<file path="src/rtl/mem_arbiter_if.sv">
// ============================================================================
// Module   : mem_arbiter_if
// Brief    : CPU fetch/data ports and unified RAM port seen by mem_arbiter.
// Revision : 1.0 - initial release
// ============================================================================
`default_nettype none

interface mem_arbiter_if #(
    parameter int ADDR_W = 32,
    parameter int DATA_W = 32
) ();

    // Instruction-fetch port
    logic                  inst_req;
    logic [ADDR_W-1:0]     inst_addr;
    logic                  inst_ack;
    logic [DATA_W-1:0]     inst_rdata;

    // Data port
    logic                  data_req;
    logic [DATA_W/8-1:0]   data_we;
    logic [ADDR_W-1:0]     data_addr;
    logic [DATA_W-1:0]     data_wdata;
    logic                  data_ack;
    logic [DATA_W-1:0]     data_rdata;

    // Unified single-port RAM
    logic                  mem_en;
    logic [DATA_W/8-1:0]   mem_we;
    logic [ADDR_W-1:0]     mem_addr;
    logic [DATA_W-1:0]     mem_wdata;
    logic [DATA_W-1:0]     mem_rdata;

    // Arbiter side
    modport slave (
        input  inst_req, inst_addr,
        output inst_ack, inst_rdata,
        input  data_req, data_we, data_addr, data_wdata,
        output data_ack, data_rdata,
        output mem_en, mem_we, mem_addr, mem_wdata,
        input  mem_rdata
    );

    // Core + RAM side
    modport master (
        output inst_req, inst_addr,
        input  inst_ack, inst_rdata,
        output data_req, data_we, data_addr, data_wdata,
        input  data_ack, data_rdata,
        input  mem_en, mem_we, mem_addr, mem_wdata,
        output mem_rdata
    );

endinterface

`default_nettype wire

</file>
<file path="src/rtl/mem_arbiter.sv">
// ============================================================================
// Module   : mem_arbiter
// Brief    : Shares one single-port synchronous RAM between fetch and data ports.
// Revision : 1.0 - initial release
// ============================================================================
`default_nettype none

module mem_arbiter #(
    parameter int ADDR_W   = 32,
    parameter int DATA_W   = 32,
    parameter int LATENCY  = 1,
    parameter int ARB_MODE = 0
) (
    input  wire logic       clk,
    input  wire logic       rst,
    mem_arbiter_if.slave    bus
);

    typedef enum logic [1:0] {
        S_IDLE = 2'd0,
        S_WAIT = 2'd1,
        S_DONE = 2'd2
    } state_t;

    localparam int          c_CNT_W   = 3;
    localparam logic        c_GNT_INST = 1'b0;
    localparam logic        c_GNT_DATA = 1'b1;

    state_t                 r_state;
    state_t                 w_state_nxt;

    logic [c_CNT_W-1:0]     r_cnt;
    logic                   r_grant;
    logic                   r_last_grant;
    logic                   r_is_read;

    logic                   r_mem_en;
    logic [DATA_W/8-1:0]    r_mem_we;
    logic [ADDR_W-1:0]      r_mem_addr;
    logic [DATA_W-1:0]      r_mem_wdata;
    logic                   r_inst_ack;
    logic                   r_data_ack;
    logic [DATA_W-1:0]      r_inst_rdata;
    logic [DATA_W-1:0]      r_data_rdata;

    logic                   w_any_req;
    logic                   w_pick_data;
    logic                   w_issue;
    logic                   w_finish;

    // Data wins unless round-robin is on and data was the last port served.
    always_comb begin
        w_any_req   = bus.inst_req | bus.data_req;
        w_pick_data = bus.data_req &&
                      (!bus.inst_req || (ARB_MODE == 0) || (r_last_grant == c_GNT_INST));
        w_issue     = (r_state == S_IDLE) && w_any_req;
        w_finish    = (r_state == S_WAIT) && (r_cnt == c_CNT_W'(1));
    end

    always_ff @(posedge clk) begin
        if (rst) begin
            r_state <= S_IDLE;
        end else begin
            r_state <= w_state_nxt;
        end
    end

    always_comb begin
        w_state_nxt = r_state;
        case (r_state)
            S_IDLE:  if (w_issue)  w_state_nxt = S_WAIT;
            S_WAIT:  if (w_finish) w_state_nxt = S_DONE;
            S_DONE:  w_state_nxt = S_IDLE;
            default: w_state_nxt = S_IDLE;
        endcase
    end

    always_ff @(posedge clk) begin
        if (rst) begin
            r_cnt        <= '0;
            r_grant      <= c_GNT_INST;
            r_last_grant <= c_GNT_INST;
            r_is_read    <= 1'b0;
            r_mem_en     <= 1'b0;
            r_mem_we     <= '0;
            r_mem_addr   <= '0;
            r_mem_wdata  <= '0;
            r_inst_ack   <= 1'b0;
            r_data_ack   <= 1'b0;
            r_inst_rdata <= '0;
            r_data_rdata <= '0;
        end else begin
            r_mem_en   <= w_issue;
            r_inst_ack <= 1'b0;
            r_data_ack <= 1'b0;

            if (w_issue) begin
                r_grant      <= w_pick_data;
                r_last_grant <= w_pick_data;
                r_cnt        <= c_CNT_W'(LATENCY);
                if (w_pick_data) begin
                    r_mem_we    <= bus.data_we;
                    r_mem_addr  <= bus.data_addr;
                    r_mem_wdata <= bus.data_wdata;
                    r_is_read   <= (bus.data_we == '0);
                end else begin
                    r_mem_we    <= '0;
                    r_mem_addr  <= bus.inst_addr;
                    r_mem_wdata <= '0;
                    r_is_read   <= 1'b1;
                end
            end

            if ((r_state == S_WAIT) && (r_cnt != '0)) begin
                r_cnt <= r_cnt - c_CNT_W'(1);
            end

            // Writes complete with an ack but leave the rdata registers alone.
            if (w_finish) begin
                if (r_grant == c_GNT_DATA) begin
                    r_data_ack <= 1'b1;
                    if (r_is_read) r_data_rdata <= bus.mem_rdata;
                end else begin
                    r_inst_ack   <= 1'b1;
                    r_inst_rdata <= bus.mem_rdata;
                end
            end
        end
    end

    assign bus.mem_en     = r_mem_en;
    assign bus.mem_we     = r_mem_we;
    assign bus.mem_addr   = r_mem_addr;
    assign bus.mem_wdata  = r_mem_wdata;
    assign bus.inst_ack   = r_inst_ack;
    assign bus.data_ack   = r_data_ack;
    assign bus.inst_rdata = r_inst_rdata;
    assign bus.data_rdata = r_data_rdata;

endmodule

`default_nettype wire
</file>
<file path="src/flat_wrapper.sv">
// flat-port wrapper written by rule: the top's interface ports become plain ports
module mem_arbiter_flat 
#(
    parameter int ADDR_W   = 32,
    parameter int DATA_W   = 32,
    parameter int LATENCY  = 1,
    parameter int ARB_MODE = 0
)
  (clk, rst, bus_inst_req, bus_inst_addr, bus_inst_ack, bus_inst_rdata, bus_data_req, bus_data_we, bus_data_addr, bus_data_wdata, bus_data_ack, bus_data_rdata, bus_mem_en, bus_mem_we, bus_mem_addr, bus_mem_wdata, bus_mem_rdata);
  mem_arbiter_if #(.ADDR_W(ADDR_W), .DATA_W(DATA_W)) bus_i ();
  input  wire logic clk;
  input  wire logic rst;
  input wire logic [$bits(bus_i.inst_req)-1:0] bus_inst_req;
  input wire logic [$bits(bus_i.inst_addr)-1:0] bus_inst_addr;
  output wire logic [$bits(bus_i.inst_ack)-1:0] bus_inst_ack;
  output wire logic [$bits(bus_i.inst_rdata)-1:0] bus_inst_rdata;
  input wire logic [$bits(bus_i.data_req)-1:0] bus_data_req;
  input wire logic [$bits(bus_i.data_we)-1:0] bus_data_we;
  input wire logic [$bits(bus_i.data_addr)-1:0] bus_data_addr;
  input wire logic [$bits(bus_i.data_wdata)-1:0] bus_data_wdata;
  output wire logic [$bits(bus_i.data_ack)-1:0] bus_data_ack;
  output wire logic [$bits(bus_i.data_rdata)-1:0] bus_data_rdata;
  output wire logic [$bits(bus_i.mem_en)-1:0] bus_mem_en;
  output wire logic [$bits(bus_i.mem_we)-1:0] bus_mem_we;
  output wire logic [$bits(bus_i.mem_addr)-1:0] bus_mem_addr;
  output wire logic [$bits(bus_i.mem_wdata)-1:0] bus_mem_wdata;
  input wire logic [$bits(bus_i.mem_rdata)-1:0] bus_mem_rdata;
  assign bus_i.inst_req = bus_inst_req;
  assign bus_i.inst_addr = bus_inst_addr;
  assign bus_inst_ack = bus_i.inst_ack;
  assign bus_inst_rdata = bus_i.inst_rdata;
  assign bus_i.data_req = bus_data_req;
  assign bus_i.data_we = bus_data_we;
  assign bus_i.data_addr = bus_data_addr;
  assign bus_i.data_wdata = bus_data_wdata;
  assign bus_data_ack = bus_i.data_ack;
  assign bus_data_rdata = bus_i.data_rdata;
  assign bus_mem_en = bus_i.mem_en;
  assign bus_mem_we = bus_i.mem_we;
  assign bus_mem_addr = bus_i.mem_addr;
  assign bus_mem_wdata = bus_i.mem_wdata;
  assign bus_i.mem_rdata = bus_mem_rdata;
  mem_arbiter #(.ADDR_W(ADDR_W), .DATA_W(DATA_W), .LATENCY(LATENCY), .ARB_MODE(ARB_MODE)) u_core (.clk(clk), .rst(rst), .bus(bus_i));
endmodule
</file>
<file path="config.mk">
export PLATFORM = sky130hd
export DESIGN_NAME = mem_arbiter_flat
export DESIGN_NICKNAME = d
export VERILOG_FILES = /design/src/rtl/mem_arbiter_if.sv /design/src/rtl/mem_arbiter.sv /design/src/flat_wrapper.sv
export SDC_FILE = /design/constraint.sdc
export NUM_CORES = 1
export LEC_CHECK = 0
export BUFFER_PORTS_ARGS = -buffer_cell sky130_fd_sc_hd__buf_2
export CORE_ASPECT_RATIO = 0.6
export CORE_MARGIN = 2
export CORE_UTILIZATION = 50
export CTS_CLUSTER_SIZE = 20
export DETAILED_ROUTE_END_ITERATION = 8
export GPL_ROUTABILITY_DRIVEN = 1
export PLACE_DENSITY = 0.84
export RECOVER_POWER = 25
export SYNTH_ARGS = -nofsm -noshare
export SYNTH_HDL_FRONTEND = slang
export SYNTH_SLANG_ARGS = --single-unit
</file>
<file path="constraint.sdc">
create_clock -name clk -period 4.7 [get_ports clk]
set_input_delay 0.94 -clock clk [delete_from_list [all_inputs] [get_ports clk]]
set_output_delay 0.94 -clock clk [all_outputs]
set_load 0.1 [all_outputs]
</file>
-- Word-level counts from Yosys, hierarchy flattened
Index checks and enable logic that the tools add are counted.
- reductions and logical operators: 11
- bitwise logic cells: 3
- eq/ne operators: 4
- add/subtract/negate cells: 1
- multiplexer cells: 11
- operators with widths (cell ; count):
    $mux W32 ; 2
    $mux W3 ; 2
    $logic_not A4 Y1 ; 1
    $mux W2 ; 2
    $mux W4 ; 1
    $ne A2 B1 Y1 const B ; 2
    $pmux W2 S2 ; 1
    $reduce_and A2 Y1 ; 2
    $eq A3 B1 Y1 const B ; 1
    $logic_and A1 B1 Y1 ; 3
    $mux W1 ; 3
    $reduce_and A3 Y1 ; 1
    $reduce_bool A3 Y1 ; 1
    $sub A3 B1 Y3 const B ; 1
    $eq A2 B1 Y1 const B ; 1
    $logic_not A2 Y1 ; 1
    $not A1 Y1 ; 2
    $reduce_bool A2 Y1 ; 1
    $reduce_or A2 Y1 ; 1
    $or A1 B1 Y1 ; 1
- output and inout bits: 135
- word-level logic and storage cells: 42
- register bits: 142
- input bits: 136

-- Logic depth before layout (Yosys ltp)
Gate-level depths: netlist of run 1.
- word-level depth: 4
- mapped depth: 7
- gate-level depth less buffers: 5

-- Worst setup path before layout of run 1
OpenSTA, ideal clock, no wires.
- path type: input to register
- start point: in bus_data_req
- end point: reg u_core.r_mem_addr[22], in the netlist u_core.bus.mem_addr[22]
- data required time: 4.566 ns
- data arrival time: 1.895 ns
- stages on the path: 6
- setup slack: 2.671 ns
- buffers on the path: 3
- setup time: 0.134 ns
- path through: buf_2 -> or2_2 -> clkbuf_1 -> buf_2 -> a21oi_1 -> a211oi_1
- word-level cells in the longest chain between the ends: 2
- elaborated cells on any way between the ends: 3
- those cells by class: mux (1); bitwise (1); reduce/logical (1)
- RTL lines (what ; RTL line ; RTL):
    from (decl) ; flat_wrapper.sv:17 ; input wire logic [$bits(bus_i.data_req)-1:0] bus_data_req;
    $or A1 B1 Y1 ; mem_arbiter.sv:53 ; w_any_req = bus.inst_req | bus.data_req;
    $logic_and A1 B1 Y1 ; mem_arbiter.sv:56 ; w_issue = (r_state == S_IDLE) && w_any_req;
    to (signal assigned) ; mem_arbiter.sv:103 ; r_mem_addr <= bus.data_addr;
    to (signal assigned) ; mem_arbiter.sv:108 ; r_mem_addr <= bus.inst_addr;
    to (decl) ; mem_arbiter.sv:39 ; logic [ADDR_W-1:0] r_mem_addr;
Parallel ways exist; a longest one is shown, timed or not.
A chain may end at the register's enable or synchronous reset.

==> results.txt, run 1 <==
----------------------------------------------------
[Route]
  DR DRC count ... 0
  Antenna Violating Nets Remaining ... 0
  Total iterations of the first detailed-routing run ... 4
  Routed wire length ... 15.27 mm
  Vias per cell ... 5.102
  DR vias ... 5357
  DR iter-0 viols ... 241
  Routed wire length per instance ... 14.54 microns

[Global routing]
  Maximum number of pins on one net before global-route repair ... 134
  Global route total overflow ... 0
  Wire length of the first global-routing pass ... 23.81 mm
  Vias in the first global route ... 4987
  Tot GR Track Use ... 23.35%
  Initial antenna violation count ... 0

[Final layout]
  Commonest cells after routing, fill and taps aside ... sky130_fd_sc_hd__buf_2 (267), sky130_fd_sc_hd__dfxtp_1 (142), sky130_fd_sc_hd__o21ai_0 (102), sky130_fd_sc_hd__a21oi_1 (72), sky130_fd_sc_hd__nand2b_1 (67)
  Layout cell share with drive strength beyond 1 ... 35.39%
  Cell area after layout ... 7735 sq um
  Inserted Diodes ... 0
  Layout Area Growth over Synthesis ... 32.35%
  Footprint of the multi-input gates ... 2750 sq um
  Number of filler instances in the final layout ... 909
  Net total in the final layout ... 1018
  Sequential cell area ... 2843 sq um
  Most common cell after layout, fill and taps aside ... sky130_fd_sc_hd__buf_2

[Synth]
  Post-Synthesis Cells ... 639
  Synthesized netlist net count ... 778
  Warnings, synthesis ... 0
  Share of synthesized area occupied by flip-flops and latches ... 48.64%
  Simple-Gate Fraction of Synth Area ... 15.37%
  Count of unique library cells instantiated by Yosys ... 33
  Synth Register Bits ... 142
  Synth Area in Compound Gates ... 19.85%
  Largest family of logic cells by synthesized area ... compound AO/OA/AOI/OAI gates
  Avg Inst Size Synth ... 9.146 sq um
  Synth Cell Area ... 5844 sq um
  Multiplexer share of the synthesized area ... 10.96%
  Post-synthesis xor/xnor area fraction ... 0%
  Post-synthesis adder-cell area fraction ... 0.6423%

[Timing]
  Shortest period the worst path allows ... 3060 ps
  Transition at the pin with the smallest max-transition slack ... 2184 ps
  Accumulated negative setup slack ... 0 ps
  Setup repair after global routing missed its margin ... no
  Setup Viol. Count Final ... 0
  Rel. slew slack ... -45.57%
  Final worst slack ... 1640 ps
  Final hold viol count ... 0
  Clock Skew ... 14.65 ps
  Part of the cycle the worst path needs ... 65.11%
  Slew Limit Fails ... 134
  Highest clock frequency the design can meet ... 0.3268 GHz

[Placed design]
  Standard cell area after detailed placement ... 7226 sq um
  Final weighted congestion of routability-driven global placement ... 0.8052
  Post-placement worst setup slack ... 2005 ps
  IO buf count ... 270
  HPWL after detailed placement ... 10.53 mm

[Clock tree]
  Clock tree from TritonCTS ... done
  H-Tree Depth ... 4
  Source-to-sink clock delay at the later pin of the worst-skew pair ... 400 ps
  Setup repair bufs after CTS ... 0
  Root buffer cell ... sky130_fd_sc_hd__clkbuf_16
  Clock Tree Buf Depth ... 2
  Clk pin slew, worst setup/hold paths ... 60 ps
  Total clock buffers created by CTS ... 17
  Clock sink total ... 142
  Post-CTS Resized ... 0
  Total of hold buffers inserted after clock tree synthesis ... 0

[Floorplan]
  Die height ... 87.75 microns
  Cell row count ... 30
  Core area ... 11340 sq um
  IO Pins ... 271
  Die width ... 143.6 microns
  Initial standard-cell utilization of the core ... 51.56%
  Area enclosed by the die boundary ... 12600 sq um

[Power and ir drop]
  Peak VDD IR ... 0.0002782 V
  Leakage dissipation ... 3.730 nW
  Final Total Pwr ... 3.441 mW
  P per Cell Area ... 444.9 nW/um^2

[Critical path]
  CP Data Arrival Time ... 3350 ps
  Source of the critical timing path ... rst
  Worst R2R Start ... u_core.r_grant
  Startpoint-to-endpoint class of the critical path ... input pin to flop
  Critical Path End Type ... flop
  Data required time at the worst endpoint ... 4990 ps
  Kind of launch point of the worst setup path ... input pin
  Critical path peak fanout ... 133

[Hold path]
  Classification of the worst-slack hold path ... flop to flop
  Startpoint of the lowest-slack hold path ... u_core.bus.mem_wdata[24]

[Job]
  Number of maximum-capacitance violations ... 1

[Run status]
  Result of the run ... finished, violations left
  Violated checks ... capacitance limit, slew limit

----------------------------------------------------
-- critical path: stages --
cell and delay (ps):
sky130_fd_sc_hd__clkbuf_2 1530, sky130_fd_sc_hd__buf_4 620, sky130_fd_sc_hd__a21oi_1 80, sky130_fd_sc_hd__o21a_1 120
-- logic make-up (layout without fill, tap and decap cells) --
family	after synthesis	in the layout
compound gates	212	212
mux	64	64
fa+ha+maj	3	3
simple gates	157	157
buf+inv	61	312
flops	142	142
-- sequential cells by signal (all words and copies together), names as in the netlist --
name	count
u_core.bus.data_ack	1
u_core.bus.mem_we	4
u_core.bus.inst_rdata	32
u_core.bus.inst_ack	1
u_core.bus.mem_en	1
u_core.bus.mem_addr	32
u_core.bus.mem_wdata	32
u_core.r_grant	1
u_core.r_cnt	3
u_core.r_state	2
u_core.r_is_read	1
u_core.bus.data_rdata	32
-- area by class of cell --
class	instances	share of cell area [%]
clock inverter	12	0.9706
inverter	3	0.1456
clock buffer	18	5.678
sequential	142	36.75
tap	160	2.588
multi-input combinational	436	35.55
timing repair buffer	279	18.31
-- Yosys cell counts --
master                        n  area [sq um]
sky130_fd_sc_hd__a211oi_1    32         240.2
sky130_fd_sc_hd__a21oi_1     72         360.4
sky130_fd_sc_hd__a221oi_1     1         8.760
sky130_fd_sc_hd__a311oi_1     1         8.760
sky130_fd_sc_hd__a31oi_1      1         6.260
sky130_fd_sc_hd__and2_1       1         6.260
sky130_fd_sc_hd__and3_1       1         6.260
sky130_fd_sc_hd__and4bb_2     1         12.51
sky130_fd_sc_hd__buf_1        1         3.750
sky130_fd_sc_hd__buf_2       17         85.08
sky130_fd_sc_hd__buf_6        2         22.52
sky130_fd_sc_hd__clkbuf_1    38         142.6
sky130_fd_sc_hd__dfxtp_1    142          2843
sky130_fd_sc_hd__ha_1         3         37.54
sky130_fd_sc_hd__inv_1        3         11.26
sky130_fd_sc_hd__mux2i_1     64         640.6
sky130_fd_sc_hd__nand2_1     38         142.6
sky130_fd_sc_hd__nand2b_1    67         419.2
sky130_fd_sc_hd__nand3_1      1         5.000
sky130_fd_sc_hd__nand3b_1     1         7.510
sky130_fd_sc_hd__nand4b_1     1         8.760
sky130_fd_sc_hd__nand4bb_1    1         11.26
sky130_fd_sc_hd__nor2_1       4         15.01
sky130_fd_sc_hd__nor2_2       2         12.51
sky130_fd_sc_hd__nor2b_1     34         212.7
sky130_fd_sc_hd__nor3b_2      1         12.51
sky130_fd_sc_hd__o21a_1       1         7.510
sky130_fd_sc_hd__o21ai_0     97         485.5
sky130_fd_sc_hd__o21ai_1      5         25.02
sky130_fd_sc_hd__o221ai_1     2         17.52
sky130_fd_sc_hd__or2_2        2         12.51
sky130_fd_sc_hd__or3_1        1         6.260
sky130_fd_sc_hd__or4_1        1         7.510
-- power by group --
group	switching (mW)	internal (mW)
combinational	0.754	0.191
sequential	0.0495	1.29
clock	0.485	0.676
-- final timing paths --
check	to	slack [ps]	depth (start not counted)
worst max-delay path	u_core.r_is_read	1640	4
worst min-delay path	u_core.bus.mem_wdata[24]	470	2
worst max register to register	u_core.bus.data_rdata[27]	2780	2
worst min register to register	u_core.bus.mem_wdata[24]	470	2
-- through the flow --
| stage | std cells | utilization (%) | hold slack [ps] |
|---|---|---|---|
| floorplan | 639 | - | 455.5 |
| global placement | 1020 | 63.74 | 458.8 |
| detailed placement | 1020 | 63.74 | 463.2 |
| CTS | 1050 | 68.28 | 471.7 |
| global route | 1050 | 68.23 | 497.0 |
| finish | 1050 | 68.23 | 469.7 |
-- per-layer routing --
metal | GRT usage [%] | share of wire [%] | vias up
met5 | 0 | 0 | -
met4 | 4.991 | 0.81 | 0
met3 | 7.928 | 7.6 | 10
met2 | 38.01 | 46 | 166
met1 | 30.54 | 46 | 2477
li1 | - | - | 2704
Power figures use the tool's default switching activity.
==> run 2, diff against run 1 <==
--- a/config.mk
+++ b/config.mk
@@ -5,14 +5,15 @@
 export SDC_FILE = /design/constraint.sdc
 export NUM_CORES = 1
 export LEC_CHECK = 0
+export ABC_AREA = 1
 export BUFFER_PORTS_ARGS = -buffer_cell sky130_fd_sc_hd__buf_2
 export CORE_ASPECT_RATIO = 0.6
 export CORE_MARGIN = 2
-export CORE_UTILIZATION = 50
+export CORE_UTILIZATION = 43
 export CTS_CLUSTER_SIZE = 20
 export DETAILED_ROUTE_END_ITERATION = 8
 export GPL_ROUTABILITY_DRIVEN = 1
-export PLACE_DENSITY = 0.84
+export PLACE_DENSITY = 0.75
 export RECOVER_POWER = 25
 export SYNTH_ARGS = -nofsm -noshare
 export SYNTH_HDL_FRONTEND = slang
==> constraint.sdc (replaced) <==
create_clock -name clk -period 2.7 [get_ports clk]
set_input_delay 0.54 -clock clk [delete_from_list [all_inputs] [get_ports clk]]
set_output_delay 0.54 -clock clk [all_outputs]
set_load 0.1 [all_outputs]
==> run 2 against run 1 <==
Against the previous run: the run now ends clean; combinational power up 110%; area after synthesis up 9.9%; cell area up 8.2%; wire length up 16%; global-route usage down 0.81 points; setup slack worse by 1100 ps; clock skew down 1.7 ps; first-iteration DRC count up 88%; critical path depth unchanged; non-clock buffer count up 2; sequential share of layout area down 2.8 points.
==> results.txt, run 2 <==
----------------------------------------------------
[Run status]
  Result of the run ... finished, final reports clean

[Power and ir drop]
  Fraction of power consumed by combinational cells ... 29.5% (+2.0 points)
  P per Cell Area ... 796.3 nW/um^2 (+79%)
  Peak VDD IR ... 0.0004545 V (+63%)
  Seq pwr share ... 35.0% (-3.8 points)
  Sw Pwr ... 2.634 mW (+100%)
  Int Pwr ... 4.032 mW (+87%)
  Switching power as a share of total power ... 39.51% (+2.1 points)
  Leakage dissipation ... 4.578 nW (+23%)
  Share of total power in the clock network ... 35.5% (+1.8 points)

[Final layout]
  Cell area after layout ... 8371 sq um (+8.2%)
  Core occupancy in the finished layout ... 57.53% (-11 points)
  Inserted Diodes ... 0 (unchanged)
  Commonest cells after routing, fill and taps aside ... sky130_fd_sc_hd__nand2_1 (275), sky130_fd_sc_hd__buf_2 (270), sky130_fd_sc_hd__inv_1 (172), sky130_fd_sc_hd__dfxtp_1 (142), sky130_fd_sc_hd__nor2_1 (108)
  Most common cell after layout, fill and taps aside ... sky130_fd_sc_hd__nand2_1
  Net total in the final layout ... 1358 (+33%)
  Layout cell share with drive strength beyond 1 ... 26.06% (-9.3 points)
  Layout Area Growth over Synthesis ... 30.36%

[Synth]
  Proportion of netlist area held by the largest area contributor ... 44.27% (-4.4 points)
  Most used DFF post-synth ... sky130_fd_sc_hd__dfxtp_1
  Most frequently used cell type in the post-synthesis netlist ... sky130_fd_sc_hd__nand2_1
  Count of flip-flops with a built-in enable after synthesis ... 0 (unchanged)
  Synthesized netlist net count ... 1121 (+44%)
  Avg Inst Size Synth ... 6.539 sq um (-29%)
  Warnings, synthesis ... 0 (unchanged)
  Most numerous cell types in the synthesized netlist ... sky130_fd_sc_hd__nand2_1 (275), sky130_fd_sc_hd__inv_1 (172), sky130_fd_sc_hd__dfxtp_1 (142)
  Async set-reset flop share out of synthesis ... 0% (unchanged)
  Post-Synthesis Cells ... 982 (+54%)
  Largest area contributor in the synthesized netlist ... sky130_fd_sc_hd__dfxtp_1
  Count of unique library cells instantiated by Yosys ... 21 (-36%)
  Synth Register Bits ... 142 (unchanged)
  Share of synthesized area occupied by flip-flops and latches ... 44.27% (-4.4 points)
  Largest cells by area after synthesis ... sky130_fd_sc_hd__dfxtp_1 (44%), sky130_fd_sc_hd__nand2_1 (16%), sky130_fd_sc_hd__inv_1 (10%), sky130_fd_sc_hd__nand3_1 (8.0%), sky130_fd_sc_hd__nor2_1 (6.3%)
  Synth Cell Area ... 6421 sq um (+9.9%)

[Clock tree]
  Total of hold buffers inserted after clock tree synthesis ... 0 (unchanged)
  Clk pin slew, worst setup/hold paths ... 70 ps (about the same)
  Clock tree from TritonCTS ... done
  Root buffer cell ... sky130_fd_sc_hd__clkbuf_16
  Total clock buffers created by CTS ... 17 (unchanged)
  Source-to-sink clock delay at the later pin of the worst-skew pair ... 400 ps (about the same)
  Clock sink total ... 142 (unchanged)
  Clock Tree Buf Depth ... 2 (unchanged)
  H-Tree Depth ... 4 (unchanged)
  Post-CTS Resized ... 0 (unchanged)
  Setup repair bufs after CTS ... 0 (unchanged)

[Global routing]
  Most Used Layer, Global Route ... met2
  Initial antenna violation count ... 0 (unchanged)
  Wire length of the first global-routing pass ... 29.50 mm (+24%)
  Global route total overflow ... 0 (unchanged)
  Maximum number of pins on one net before global-route repair ... 87 (-35%)
  Met3 global-route usage ... 6.313% (-1.6 points)
  Vias in the first global route ... 6175 (+24%)
  Tot GR Track Use ... 22.54% (-0.81 points)
  Met2 Resource Use GR ... 36.37% (-1.6 points)
  Met1 capacity usage during global routing ... 29.89% (-0.65 points)

[Floorplan]
  IO Pins ... 271 (unchanged)
  Area enclosed by the die boundary ... 15960 sq um (+27%)
  Initial standard-cell utilization of the core ... 44.13% (-7.4 points)
  Core area ... 14550 sq um (+28%)
  Die height ... 98.66 microns (+12%)
  Die width ... 161.8 microns (+13%)
  Cell row count ... 34 (+13%)

[Critical path]
  Startpoint-to-endpoint class of the critical path ... flop to flop
  Critical path's slowest cell ... sky130_fd_sc_hd__nor2_1
  CP Data Arrival Time ... 2480 ps (-870 ps)
  Worst stage delay on the critical path ... 850 ps (-680 ps)
  Kind of launch point of the worst setup path ... flop
  Data required time at the worst endpoint ... 3030 ps (-1960 ps)
  Critical path peak fanout ... 26 (-80%)
  Crit-path cells ... nor2_1 > clkbuf_2 > nand3_1 > a21oi_1
  Critical Path End Type ... flop

[Timing]
  Highest clock frequency the design can meet ... 0.4636 GHz
  Final hold viol count ... 0 (unchanged)
  Transition at the pin with the smallest max-transition slack ... 1101 ps (-1083 ps)
  Accumulated negative setup slack ... 0 ps (unchanged)
  Shortest period the worst path allows ... 2157 ps
  Part of the cycle the worst path needs ... 79.89%
  Setup Viol. Count Final ... 0 (unchanged)
  Rel. slew slack ... 26.36% (+72 points)
  Setup repair after global routing missed its margin ... no
  Clock Skew ... 12.94 ps (-1.713 ps)
  Slew Limit Fails ... 0 (-100%)

[Placed design]
  HPWL after detailed placement ... 12.21 mm (+16%)
  Standard cell area after detailed placement ... 7784 sq um (+7.7%)
  IO buf count ... 270 (unchanged)
  Final weighted congestion of routability-driven global placement ... 0.8264 (+2.6%)

[Route]
  Routed wire length per instance ... 12.44 microns (-14%)
  DR DRC count ... 0 (unchanged)
  DR iter-0 viols ... 453 (+88%)
  Vias per cell ... 4.530 (-11%)
  Total iterations of the first detailed-routing run ... 5 (+1)
  Routed wire length ... 17.79 mm (+16%)
  DR vias ... 6478 (+21%)
  Antenna Violating Nets Remaining ... 0 (unchanged)

[Hold path]
  Classification of the worst-slack hold path ... input pin to flop

[Job]
  Number of maximum-capacitance violations ... 0 (-1)

----------------------------------------------------
-- run 2: routing by layer --
metal  part of all wire [%]  up-vias
li1                       -     3425
met1                     45     2809
met2                     45      231
met3                    8.8       13
met4                   0.92        0
met5                      0        -
-- run 2: power groups by stage --
stage               Combinational [mW]  Sequential [mW]  Clock, mW
CTS                               1.98             2.33       2.42
finish                            1.97             2.33       2.37
detailed placement                1.97             2.38          0
floorplan                        0.574             3.42          0
global placement                  1.96             2.37          0
global route                      2.11             2.35       2.51
-- run 2: final cells by class --
| class | count | area (sq um) |
|---|---|---|
| Clock inverter | 13 | 153.9 |
| Fill cell | 1470 | 6178 |
| Clock buffer | 19 | 442.9 |
| Inverter | 176 | 663.1 |
| Timing Repair Buffer | 281 | 1444 |
| Tap cell | 198 | 247.7 |
| Multi-Input combinational cell | 601 | 2576 |
| Sequential cell | 142 | 2843 |
-- run 2: path summary, 6_finish.rpt --
check,start,endpoint,slack (ps),cells past startpoint
worst max-delay path,u_core.r_state[1],u_core.bus.mem_wdata[7],540,4
worst min register to register,u_core.bus.mem_wdata[20],u_core.bus.mem_wdata[20],460,2
worst min-delay path,bus_data_wdata[18],u_core.bus.mem_wdata[18],400,3
worst max register to register,u_core.r_state[1],u_core.bus.mem_wdata[7],540,4
-- run 2: kinds of logic after synthesis --
kind of cell,synth area share [%]
AO/OA/AOI/OAI,8.262
flip-flops,44.27
AND/OR/NAND/NOR,31.27
buffers and inverters,15.61
adder cells (fa/ha/maj),0.5846
-- run 2: per-stage QoR --
step / power (mW) / std cells / setup WS (ps) / hold WS [ps]
floorplan: 3.998 / 982 / 1235 / 456.5
finish: 6.666 / 1430 / 543.0 / 399.8
CTS: 6.732 / 1430 / 758.7 / 382.3
global placement: 4.337 / 1398 / 879.1 / 445.0
global route: 6.968 / 1430 / 268.9 / 390.7
detailed placement: 4.354 / 1398 / 783.0 / 451.0
-- run 2: worst max-delay path, delay by kind of cell, from the launching register on --
family,cells,cell delay (ps)
simple gates,2,980
compound gates,1,170
buf+inv,1,590
flops,1,340
==> run 3, diff against run 2 <==
==> constraint.sdc (replaced) <==
create_clock -name clk -period 1.9 [get_ports clk]
set_input_delay 0.38 -clock clk [delete_from_list [all_inputs] [get_ports clk]]
set_output_delay 0.38 -clock clk [all_outputs]
set_load 0.1 [all_outputs]
==> run 3 against run 2 <==
Against the previous run: clock power is 34% higher; die area stayed put; first-iteration DRC count is 3.8% higher; register-to-register slack worse by 290 ps; core utilization is 0.31 points higher; via count is 0.57% higher; sequential share of layout area is 0.18 points lower; non-clock buffer count is 4 higher; sequential power is 42% higher; total power is 40% higher; critical endpoint is now u_core.bus.mem_addr[29]; largest power group is now registers; highest routed layer unchanged.
==> results.txt, run 3 (synthesized netlist as in run 2, its figures left out) <==
----------------------------------------------------
[Route]
  Antenna Violating Nets Remaining ... 0 (unchanged)
  DR iter-0 viols ... 470 (+3.8%)
  Vias per cell ... 4.543 (+0.29%)
  Total iterations of the first detailed-routing run ... 5 (unchanged)
  Routed wire length ... 17.74 mm (-0.27%)
  DR DRC count ... 0 (unchanged)
  Routed wire length per instance ... 12.37 microns (-0.55%)
  DR vias ... 6515 (+0.57%)

[Global routing]
  Wire length of the first global-routing pass ... 28.54 mm (-3.3%)
  Vias in the first global route ... 6057 (-1.9%)
  Global route total overflow ... 0 (unchanged)
  Maximum number of pins on one net before global-route repair ... 72 (-17%)
  Tot GR Track Use ... 21.95% (-0.59 points)
  Initial antenna violation count ... 0 (unchanged)

[Critical path]
  Minimum setup slack among reg-to-reg paths ... 250 ps (-290 ps)
  Startpoint-to-endpoint class of the critical path ... flop to flop
  Source of the critical timing path ... u_core.r_state[1]
  Critical Path End Type ... flop
  Cell family contributing the most delay on the critical path ... simple AND/OR/NAND/NOR gates
  Kind of launch point of the worst setup path ... flop
  Crit-path cells ... nor2_1 > nand2_1 > buf_12 > o21ai_0 > nor2_1
  Critical path's slowest cell ... sky130_fd_sc_hd__nor2_1
  Critical path peak fanout ... 71 (+170%)
  Buffering stage count on the worst path with inverters included ... 1 (unchanged)
  Data required time at the worst endpoint ... 2190 ps (-840 ps)
  CP dominant cell by count ... sky130_fd_sc_hd__nor2_1
  CP Data Arrival Time ... 1940 ps (-540 ps)
  Worst R2R Start ... u_core.r_state[1]
  Worst stage delay on the critical path ... 370 ps (-480 ps)

[Clock tree]
  Total clock buffers created by CTS ... 17 (unchanged)
  Root buffer cell ... sky130_fd_sc_hd__clkbuf_16
  H-Tree Depth ... 4 (unchanged)
  Source-to-sink clock delay at the later pin of the worst-skew pair ... 410 ps (about the same)
  Setup repair bufs after CTS ... 0 (unchanged)
  Total of hold buffers inserted after clock tree synthesis ... 0 (unchanged)
  Clock tree from TritonCTS ... done
  Clk pin slew, worst setup/hold paths ... 70 ps (about the same)
  Post-CTS Resized ... 0 (unchanged)
  Clock sink total ... 142 (unchanged)
  Clock Tree Buf Depth ... 2 (unchanged)

[Placed design]
  Standard cell area after detailed placement ... 7864 sq um (+1.0%)
  IO buf count ... 270 (unchanged)
  HPWL after detailed placement ... 12.32 mm (+0.95%)
  Inst Count DP ... 1402 (+0.29%)
  Post-placement worst setup slack ... 457.4 ps (-325.6 ps)
  Final weighted congestion of routability-driven global placement ... 0.8332 (+0.82%)

[Floorplan]
  Cell row count ... 34 (unchanged)
  Die height ... 98.66 microns (unchanged)
  Core area ... 14550 sq um (unchanged)
  Die width ... 161.8 microns (unchanged)
  IO Pins ... 271 (unchanged)
  Area enclosed by the die boundary ... 15960 sq um (unchanged)
  Initial standard-cell utilization of the core ... 44.13% (unchanged)

[Final layout]
  Commonest cells after routing, fill and taps aside ... sky130_fd_sc_hd__nand2_1 (276), sky130_fd_sc_hd__buf_2 (270), sky130_fd_sc_hd__inv_1 (172), sky130_fd_sc_hd__dfxtp_1 (142), sky130_fd_sc_hd__nor2_1 (108)
  Layout Area Growth over Synthesis ... 31.06%
  Number of filler instances in the final layout ... 1412 (-3.9%)
  Core occupancy in the finished layout ... 57.84% (+0.31 points)
  Fin cells ... 1434 (+0.28%)
  Inserted Diodes ... 0 (unchanged)
  Layout cell share with drive strength beyond 1 ... 26.05% (about the same)
  Most common cell after layout, fill and taps aside ... sky130_fd_sc_hd__nand2_1
  Cell area after layout ... 8416 sq um (+0.54%)
  Net total in the final layout ... 1362 (+0.29%)

[Timing]
  Part of the cycle the worst path needs ... 86.78% (+6.9 points)
  Rel. slew slack ... 63.31% (+37 points)
  Final hold viol count ... 0 (unchanged)
  Clock Skew ... 10.13 ps (-2.815 ps)
  Setup Viol. Count Final ... 0 (unchanged)
  Slew Limit Fails ... 0 (unchanged)
  Highest clock frequency the design can meet ... 0.6065 GHz (+31%)
  Transition at the pin with the smallest max-transition slack ... 554.2 ps (-546.4 ps)
  Shortest period the worst path allows ... 1649 ps (-508.1 ps)
  Accumulated negative setup slack ... 0 ps (unchanged)
  Final worst slack ... 251.1 ps (-291.9 ps)
  Final Hold Slack ... 229.4 ps (-170.4 ps)
  Setup repair after global routing missed its margin ... no

[Job]
  Number of maximum-capacitance violations ... 0 (unchanged)

[Power and ir drop]
  Peak VDD IR ... 0.0005067 V (+11%)
  P per Cell Area ... 1107 nW/um^2 (+39%)
  Final Total Pwr ... 9.314 mW (+40%)
  Leakage dissipation ... 4.591 nW (+0.29%)

[Run status]
  Result of the run ... finished, final reports clean

[Hold path]
  Classification of the worst-slack hold path ... input pin to flop
  Startpoint of the lowest-slack hold path ... bus_data_wdata[12]

----------------------------------------------------
## run 3: cell types whose count changed in the layout (fill, tap and decap cells not counted), sizes merged
cell / change
clkinvlp: +1
bufinv: -1
clkbuf: +1
buf: +5
clkinv: +1
inv: -3
## run 3: per-layer routing
layer / wire length (microns) / vias to the layer above / track usage [%]
met5: 0 / - / 0
met4: 184 / 0 / 5.514
met3: 1463 / 19 / 7.407
met2: 7815 / 228 / 35.12
met1: 8274 / 2837 / 28.68
li1: - / 3431 / -
## run 3: worst reg2reg max path, stage by stage (launching register included)
cell	delay, ps
sky130_fd_sc_hd__dfxtp_1	340
sky130_fd_sc_hd__nor2_1	380
sky130_fd_sc_hd__nand2_1	260
sky130_fd_sc_hd__buf_12	260
sky130_fd_sc_hd__o21ai_0	240
sky130_fd_sc_hd__nor2_1	60
## run 3: path summary, 6_finish.rpt
kind | end | depth (start not counted)
min | u_core.bus.mem_wdata[12] | 3
min reg2reg | u_core.bus.mem_wdata[11] | 2
max | u_core.bus.mem_addr[29] | 5
max reg2reg | u_core.bus.mem_addr[29] | 5
## run 3: cell type report
type,count,area (sq um),area share (%)
clock buffer,21,450.4,5.352
clock inverter,11,111.4,1.323
inverter,176,663.1,7.880
multi-input combinational,601,2574,30.58
sequential,142,2843,33.78
tap,198,247.7,2.944
timing repair buffer,285,1526,18.14
## run 3: where the power goes
| group | leakage [nW] | switching, mW | internal (mW) |
|---|---|---|---|
| sequential | 1.16 | 0.115 | 3.20 |
| clock | 0.257 | 1.32 | 1.85 |
| combinational | 3.17 | 2.27 | 0.553 |
